`src/rtl/sample_io_pkg.sv`:
```
// sample_io_pkg: shared defaults, counter width and saturating increment for the sample I/O bridge
package sample_io_pkg;
  localparam int DWIDTH_DEF = 32;
  localparam int NCHAN_DEF = 2;
  localparam int DEPTH_DEF = 8;
  localparam int CNT_W = 16;
  function automatic logic [CNT_W-1:0] sat_inc(input logic [CNT_W-1:0] v);
    return (&v) ? v : v + 1'b1;
  endfunction
endpackage

```
`src/rtl/sample_fifo.sv`:
```
// sample_fifo: first-word-fall-through FIFO with synchronous flush; push blocked when full, pop ignored when empty
module sample_fifo #(
  parameter int W = 8,
  parameter int DEPTH = 8
) (
  input  logic         clock,
  input  logic         reset,
  input  logic         flush,
  input  logic         push,
  input  logic         pop,
  input  logic [W-1:0] wdata,
  output logic [W-1:0] rdata,
  output logic         full,
  output logic         empty
);
  localparam int AW = $clog2(DEPTH);
  logic [AW:0] wr_ptr, rd_ptr;
  logic [W-1:0] mem [DEPTH];
  logic do_push, do_pop;
  assign full = (wr_ptr[AW] != rd_ptr[AW]) && (wr_ptr[AW-1:0] == rd_ptr[AW-1:0]);
  assign empty = wr_ptr == rd_ptr;
  assign do_push = push && !full && !flush;
  assign do_pop = pop && !empty && !flush;
  assign rdata = mem[rd_ptr[AW-1:0]];
  always_ff @(posedge clock) begin
    if (reset || flush) begin
      wr_ptr <= '0;
      rd_ptr <= '0;
    end else begin
      if (do_push) wr_ptr <= wr_ptr + 1'b1;
      if (do_pop) rd_ptr <= rd_ptr + 1'b1;
    end
  end
  always_ff @(posedge clock) begin
    if (do_push) mem[wr_ptr[AW-1:0]] <= wdata;
  end
endmodule

```
`src/rtl/sample_io_bridge.sv`:
```
// sample_io_bridge: channel-tagged ADC->CPU and CPU->DAC sample FIFOs with optional error counters
// Build option: define SAMPLE_IO_ERRCNT_EN to enable the overflow/underrun counters.
module sample_io_bridge
  import sample_io_pkg::*;
#(
  parameter int DWIDTH = DWIDTH_DEF,
  parameter int NCHAN = NCHAN_DEF,
  parameter int DEPTH = DEPTH_DEF,
  localparam int CW = (NCHAN > 1) ? $clog2(NCHAN) : 1
) (
  input  logic              clock,
  input  logic              reset,
  input  logic              flush,
  input  logic [DWIDTH-1:0] adc_data,
  input  logic              adc_valid,
  output logic              adc_ready,
  input  logic              cpu_rd_en,
  output logic [DWIDTH-1:0] cpu_rd_data,
  output logic [CW-1:0]     cpu_rd_chan,
  output logic              in_avail,
  input  logic              cpu_wr_en,
  input  logic [DWIDTH-1:0] cpu_wr_data,
  output logic              out_space,
  output logic [DWIDTH-1:0] dac_data,
  output logic [CW-1:0]     dac_chan,
  output logic              dac_valid,
  input  logic              dac_ready,
  output logic [CNT_W-1:0]  ovf_count,
  output logic [CNT_W-1:0]  unf_count
);
  logic [CW-1:0] rx_chan, tx_chan;
  logic rx_full, rx_empty, tx_full, tx_empty;
  sample_fifo #(.W(DWIDTH + CW), .DEPTH(DEPTH)) u_rx (
    .clock(clock), .reset(reset), .flush(flush), .push(adc_valid), .pop(cpu_rd_en),
    .wdata({rx_chan, adc_data}), .rdata({cpu_rd_chan, cpu_rd_data}), .full(rx_full), .empty(rx_empty)
  );
  sample_fifo #(.W(DWIDTH + CW), .DEPTH(DEPTH)) u_tx (
    .clock(clock), .reset(reset), .flush(flush), .push(cpu_wr_en), .pop(dac_ready),
    .wdata({tx_chan, cpu_wr_data}), .rdata({dac_chan, dac_data}), .full(tx_full), .empty(tx_empty)
  );
  assign adc_ready = !rx_full;
  assign in_avail = !rx_empty;
  assign out_space = !tx_full;
  assign dac_valid = !tx_empty;
  always_ff @(posedge clock) begin
    if (reset || flush) begin
      rx_chan <= '0;
      tx_chan <= '0;
    end else begin
      if (adc_valid && !rx_full) rx_chan <= (rx_chan == CW'(NCHAN - 1)) ? '0 : rx_chan + 1'b1;
      if (cpu_wr_en && !tx_full) tx_chan <= (tx_chan == CW'(NCHAN - 1)) ? '0 : tx_chan + 1'b1;
    end
  end
`ifdef SAMPLE_IO_ERRCNT_EN
  always_ff @(posedge clock) begin
    if (reset) begin
      ovf_count <= '0;
      unf_count <= '0;
    end else if (!flush) begin
      if (cpu_wr_en && tx_full) ovf_count <= sat_inc(ovf_count);
      if (cpu_rd_en && rx_empty) unf_count <= sat_inc(unf_count);
    end
  end
`else
  assign ovf_count = '0;
  assign unf_count = '0;
`endif
endmodule

```
`config.mk`:
```
export PLATFORM = sky130hd
export DESIGN_NAME = sample_io_bridge
export DESIGN_NICKNAME = d
export VERILOG_FILES = /design/src/rtl/sample_io_pkg.sv /design/src/rtl/sample_fifo.sv /design/src/rtl/sample_io_bridge.sv
export SDC_FILE = /design/constraint.sdc
export NUM_CORES = 1
export LEC_CHECK = 0
export ABC_CLOCK_PERIOD_IN_PS = 4750
export CAP_MARGIN = 10
export CORE_ASPECT_RATIO = 1.5
export CORE_MARGIN = 5
export CORE_UTILIZATION = 52
export CTS_CLUSTER_SIZE = 24
export DETAILED_ROUTE_END_ITERATION = 10
export GPL_TIMING_DRIVEN = 0
export PLACE_DENSITY = 0.75
export SETUP_SLACK_MARGIN = 0.4
export SLEW_MARGIN = 20
export SYNTH_ARGS = -nofsm -noshare
export SYNTH_HDL_FRONTEND = slang
export SYNTH_SLANG_ARGS = --single-unit
```
`constraint.sdc`:
```
create_clock -name clock -period 4.75 [get_ports clock]
set_input_delay 0.475 -clock clock [delete_from_list [all_inputs] [get_ports clock]]
set_output_delay 0.475 -clock clock [all_outputs]
set_load 0.02 [all_outputs]
```
; Word level (Yosys, flattened, before mapping)
; Memories as Yosys holds them, arrays and structs flattened. A register that Yosys moved wholly into a read port is not among the register bits.
; Cells that the tools add are included.
[word_totals]
ramBits = 528
latch_bits = 0
register_bits = 18
word_cells = 46
output_inout_bits = 102
romBits = 0
memories = 2
[op_classes]
bitwise = 0
shift = 0
n_reduce_logical = 16
n_addsub = 6
n_mux = 10
eq_ne = 6
div_mod_pow = 0
n_lt_le_gt_ge = 0
mul = 0
[mem_list]
columns = name, words, width, rd, rd_ports_with_merged_regs, write_ports, line
row1 = u_rx.mem, 8, 33, 1, 1, 1, sample_fifo.sv:18  ; logic [W-1:0] mem [DEPTH];
row2 = u_tx.mem, 8, 33, 1, 1, 1, sample_fifo.sv:18
[ops]
columns = cell, count
row1 = 4-bit by 1-bit adder with 4-bit output (second input constant), 4
row2 = 3-bit two-way mux, 4
row3 = 1-bit logical AND, 10
row4 = 4-bit == test, 2
row5 = 3-bit == test, 2
row6 = 1-bit two-way mux, 6
row7 = 1-bit logical NOT, 5
row8 = 1-bit adder (second input constant), 2
row9 = 1-bit inequality test, 2
row10 = 1-bit logical OR, 1

; Depth between registers and ports, before layout
[logic_depth]
word_depth = 7
mapped_depth = 5
ltp_nobuf = 4

; Hierarchy
; A second synthesis with hierarchy kept.
[unflattened]
cells_unflattened = 959
hier_area_um2 = 21376.8
[modules_own_cells]
columns = module, cells_per_inst, seq_area_each_um2, n_inst, area_per_inst_um2
row1 = sample_fifo, 457, 8147.8, 2, 10516.3
row2 = sample_io_bridge, 45, 40.0, 1, 344.1

; Least setup slack after synthesis
; No wires, ideal clock.
[synth_path]
path_type = reg-to-reg
from = reg u_tx.wr_ptr[0]
to = mem u_tx.mem[5][0] in the netlist's numbering (enable)
period_less_slack_ps = 4756
required_ps = 4244
setup_ps = 506
path_stages_with_launch = 5
path_slack_ps = -6
n_path_buf = 1
arrival_time_ps = 4250
path_cell_list = dfxtp_1 > buf_2 > xor2_2 > nor4_2 > nor4_1
[synth_between]
elab_chain_cells = 7
[synth_lines]
columns = item, line
row1 = start: declaration, sample_fifo.sv:17  ; logic [AW:0] wr_ptr, rd_ptr;
row2 = start signal: assignment, sample_fifo.sv:30  ; if (do_push) wr_ptr <= wr_ptr + 1'b1;
row3 = 3-bit == test, sample_fifo.sv:20  ; assign full = (wr_ptr[AW] != rd_ptr[AW]) && (wr_ptr[AW-1:0] == rd_ptr[AW-1:0]);
row4 = 1-bit logical AND, sample_fifo.sv:20
row5 = 1-bit logical NOT, sample_fifo.sv:22  ; assign do_push = push && !full && !flush;
row6 = 1-bit logical AND (2 in a row), sample_fifo.sv:22
row7 = 1-bit two-way mux, sample_fifo.sv:35  ; if (do_push) mem[wr_ptr[AW-1:0]] <= wdata;
row8 = 1-bit two-way mux (implied by the code), sample_fifo.sv:35
row9 = end: declaration, sample_fifo.sv:18
; Parallel ways exist; a longest one is shown, timed or not.

==> impl_metrics.yaml <==
clock_tree:
  cts_root_buf: "sky130_fd_sc_hd__clkbuf_16"
  post_cts_setup_repair_bufs: 0
  cts_repair_resize_count: 0
  clk-insertion-delay-late_ps: 560
  numClockSinks: 552
  clk_path_buf_depth: 3
  cts_htree_levels: 2
  cts_buffers: 48
  cts_tree: "yes"
  clk_pin_slew_ps: 70
  ctsHoldBuffers: 0
yosys:
  netlist.area_leader.share_pct: 74.1
  synth_edf_count: 528
  distinct_cells_synth: 40
  ys_seq_elements: 552
  syn-instance-count: 957
  postSynthAreaPerCell_um2: 22.4
  synth_area_leader_cell: "sky130_fd_sc_hd__edfxtp_1"
  synth_area_mm2: 0.0214
  dominantRegCellSynth: "sky130_fd_sc_hd__edfxtp_1"
  ys.warnings.count: 0
  asyncSetResetFlopFracSynth_pct: 0
  synth_sequential_area_ratio_pct: 76.3
  yosys-top-cells-area: "sky130_fd_sc_hd__edfxtp_1 (74%), sky130_fd_sc_hd__mux4_2 (14%), sky130_fd_sc_hd__mux2_2 (3.5%), sky130_fd_sc_hd__dfxtp_1 (2.2%), sky130_fd_sc_hd__buf_4 (1.1%)"
floorplan:
  die-area_mm2: 0.0454
  die_w_um: 176
  coreArea_mm2: 0.0409
  height_of_the_die_um: 258
  io_pins: 173
  starting_density_of_the_core_pct: 52.4
  number_of_cell_rows: 91
critical_path:
  worst-setup-path-type: "reg2out"
  crit_buf_inv: 3
  critical_path.reg2reg.startpoint: "u_rx.wr_ptr[1]$_SDFFE_PP0P_"
  critPathMostFrequentCell: "sky130_fd_sc_hd__clkbuf_1"
  critPathCaptureType: "output pin"
  cp_cell_sequence: "clkbuf_1 > clkbuf_1 > mux4_2 > mux2_2 > clkdlybuf4s50_1"
  crit_arrival_ps: 3400
  worst_path_largest_cell_delay_ps: 640
  cp_max_fo: 10
  critPathRequiredTime_ps: 4280
  cell_type_of_the_slowest_stage_on_the_worst_timing_path: "sky130_fd_sc_hd__clkbuf_1"
  timing.critical_path.from_type: "register"
  timing.critical_path.max_delay_family: "buffers and inverters"
timing:
  rsz_0062_raised_after_global_routing: "no"
  final_max_slew_viol_count: 0
  fin_setup_tns_ps: 0
  timing.slew.headroom_pct: 39.5
  worstMarginPinSlew_ps: 900
  post-route-min-period_ps: 3880
  final_min_period_over_clock_period_pct: 81.7
  final_critical_path_setup_slack_ps: 871
  timing.final.hold_violations: 0
  max_freq_ghz: 0.258
  clock_skew_ps: 15.7
  setup_viol: 0
power_and_ir_drop:
  cellInternalPower_uw: 7590
  switching_power_summed_over_all_nets_uw: 1890
  portion_of_total_power_attributed_to_the_clock_network_pct: 38.5
  power.density_mw_per_mm2: 368
  switching_share_pct: 20.0
  report.power.total_uw: 9480
  total_leakage_power_uw: 0.00823
  peakVddDrop_mv: 0.362
  part_of_the_power_in_registers_pct: 56.8
  power.share.combinational_pct: 4.8
final_layout:
  instances_no_fill: 1783
  postLayoutCellArea_mm2: 0.0257
  fraction_of_final_layout_cells_sized_beyond_drive_strength_1_pct: 31.8
  flow.area_growth_from_synthesis_pct: 20.2
  antenna-diode-count: 0
  final_nets: 1310
place:
  post-place-ws_ps: 1370
  detailed_place_hpwl_um: 28800
  finalWeightedCongestion: 0.739
  placed_cell_area_mm2: 0.0243
  count_of_input_and_output_buffers: 140
  placed_cells_incl_taps: 1696
global_route:
  vias_in_the_first_global_route: 10940
  antenna_found_initial: 1
  grt_pass1_wl_um: 66100
  grt_max_degree: 20
  globalRouteOverflowTotal: 0
  groute.usage.overall_pct: 19.1
detailed_routing:
  wl_per_cell_um: 24.0
  drc: 0
  vias: 10091
  detail_route.wirelength_um: 42800
  vias_per_cell: 5.66
  postRouteAntennaNets: 0
  detail_route.iter0.violations: 763
  detail_route.first_pass.iterations: 5
run:
  cap_viol_max_count: 0
worst_hold_path:
  hp-class: "reg2reg"
  hold_path_start: "u_rx.wr_ptr[3]$_SDFFE_PP0P_"
run_status:
  outcome: "finished, final reports clean"
==> registers in the layout, indices dropped and copies added (netlist names), named ones only <==
register and count:
u_tx.wr_ptr 4, u_rx.mem 264, u_tx.rd_ptr 4, u_rx.rd_ptr 4, u_rx.wr_ptr 4, u_tx.mem 264
tx_chan 1, rx_chan 1
==> final timing paths <==
check	cells after the start	slack [ps]	to
worst min-delay path	2	540	u_rx.wr_ptr[3]$_SDFFE_PP0P_
worst max register to register	8	1610	u_rx.mem[2][5]$_DFFE_PP_
worst min register to register	2	540	u_rx.wr_ptr[3]$_SDFFE_PP0P_
worst max-delay path	5	870	cpu_rd_data[25]
==> metrics by stage <==
stage	util [%]	hold slack, ps
after floorplan	-	500
final	63.0	539
after CTS	63.0	542
after global routing	63.0	571
after global placement	57.7	518
after detailed placement	59.4	534
==> cell usage in the layout, fill, tap and decap left out, drive strengths merged <==
| master | Yosys | routed |
|---|---|---|
| or3 | 8 | 8 |
| a31oi | 2 | 2 |
| o31ai | 2 | 2 |
| conb | 1 | 32 |
| nand2 | 12 | 12 |
| clkbuf | 22 | 82 |
| edfxtp | 528 | 528 |
| nor4 | 8 | 8 |
| nor3 | 8 | 8 |
| o41ai | 3 | 3 |
| inv | 6 | 6 |
| clkdlybuf4s50 | 0 | 140 |
| nand4 | 4 | 4 |
| nand2b | 2 | 2 |
| bufinv | 0 | 2 |
| a211o | 2 | 2 |
| nand3 | 8 | 8 |
| dfxtp | 24 | 24 |
| o21ai | 8 | 8 |
| ha | 4 | 4 |
| nand3b | 2 | 2 |
| xnor2 | 5 | 5 |
| nor2b | 1 | 1 |
| xor2 | 13 | 13 |
| a21oi | 6 | 6 |
| buf | 54 | 111 |
| clkinv | 0 | 22 |
| or2 | 3 | 3 |
| nor2 | 16 | 16 |
| o211ai | 1 | 1 |
| mux4 | 132 | 132 |
| or3b | 1 | 1 |
| a41o | 3 | 3 |
| mux2 | 67 | 67 |
| or4 | 1 | 1 |
| clkinvlp | 0 | 3 |
==> layer usage <==
metal	global-route usage (%)	wire length, um	vias up
li1	-	-	4475
met1	23.4	15700	5220
met2	35.0	23300	341
met3	4.33	3050	53
met4	3.99	690	2
met5	0	11	-
==> power groups by stage <==
stage                     combinational (uW)  clock (uW)  sequential, uW
after detailed placement                 454           0            5490
after floorplan                          228           0            5490
final                                    452        3650            5380
after global routing                     484        3940            5380
after global placement                   430           0            5490
after CTS                                456        3710            5380
==> cells by family after synthesis <==
family / Yosys count / synth area share [%]
AO/OA/AOI/OAI: 27 / 1.05
XOR/XNOR: 18 / 0.947
adder cells (fa/ha/maj): 4 / 0.234
buffers and inverters: 82 / 2.11
flip-flops: 552 / 76.3
multiplexers: 199 / 17.4
other: 1 / 0.0175
AND/OR/NAND/NOR: 74 / 1.89
==> area by class of cell <==
| class | instances | area (um^2) |
|---|---|---|
| timing repair buffer | 197 | 2010 |
| fill | 2742 | 15100 |
| clock buffer | 60 | 1270 |
| sequential | 552 | 16300 |
| inverter | 6 | 22.5 |
| buffer | 76 | 429 |
| clock inverter | 27 | 184 |
| tap | 511 | 639 |
| multi-input combinational | 354 | 4850 |
==> tightest hold or removal path, delay by kind of cell, from the launching register on <==
kind	cells	cell delay, ps
compound gates	2	150
flops	1	350
==> Yosys cell counts (3+ instances only) <==
library cell / n
sky130_fd_sc_hd__edfxtp_1: 528
sky130_fd_sc_hd__mux4_2: 132
sky130_fd_sc_hd__mux2_2: 67
sky130_fd_sc_hd__buf_4: 32
sky130_fd_sc_hd__dfxtp_1: 24
sky130_fd_sc_hd__clkbuf_1: 20
sky130_fd_sc_hd__buf_2: 17
sky130_fd_sc_hd__nor2_1: 16
sky130_fd_sc_hd__nand2_1: 12
sky130_fd_sc_hd__nand3_1: 8
sky130_fd_sc_hd__o21ai_0: 8
sky130_fd_sc_hd__or3_1: 8
sky130_fd_sc_hd__nor3_1: 7
sky130_fd_sc_hd__xor2_1: 7
sky130_fd_sc_hd__a21oi_1: 6
sky130_fd_sc_hd__inv_1: 6
sky130_fd_sc_hd__nor4_1: 6
sky130_fd_sc_hd__xor2_2: 6
sky130_fd_sc_hd__buf_1: 5
sky130_fd_sc_hd__xnor2_1: 5
sky130_fd_sc_hd__ha_1: 4
sky130_fd_sc_hd__nand4_1: 4
sky130_fd_sc_hd__a41o_1: 3
sky130_fd_sc_hd__or2_2: 3
(Power assumes the default switching activity.)
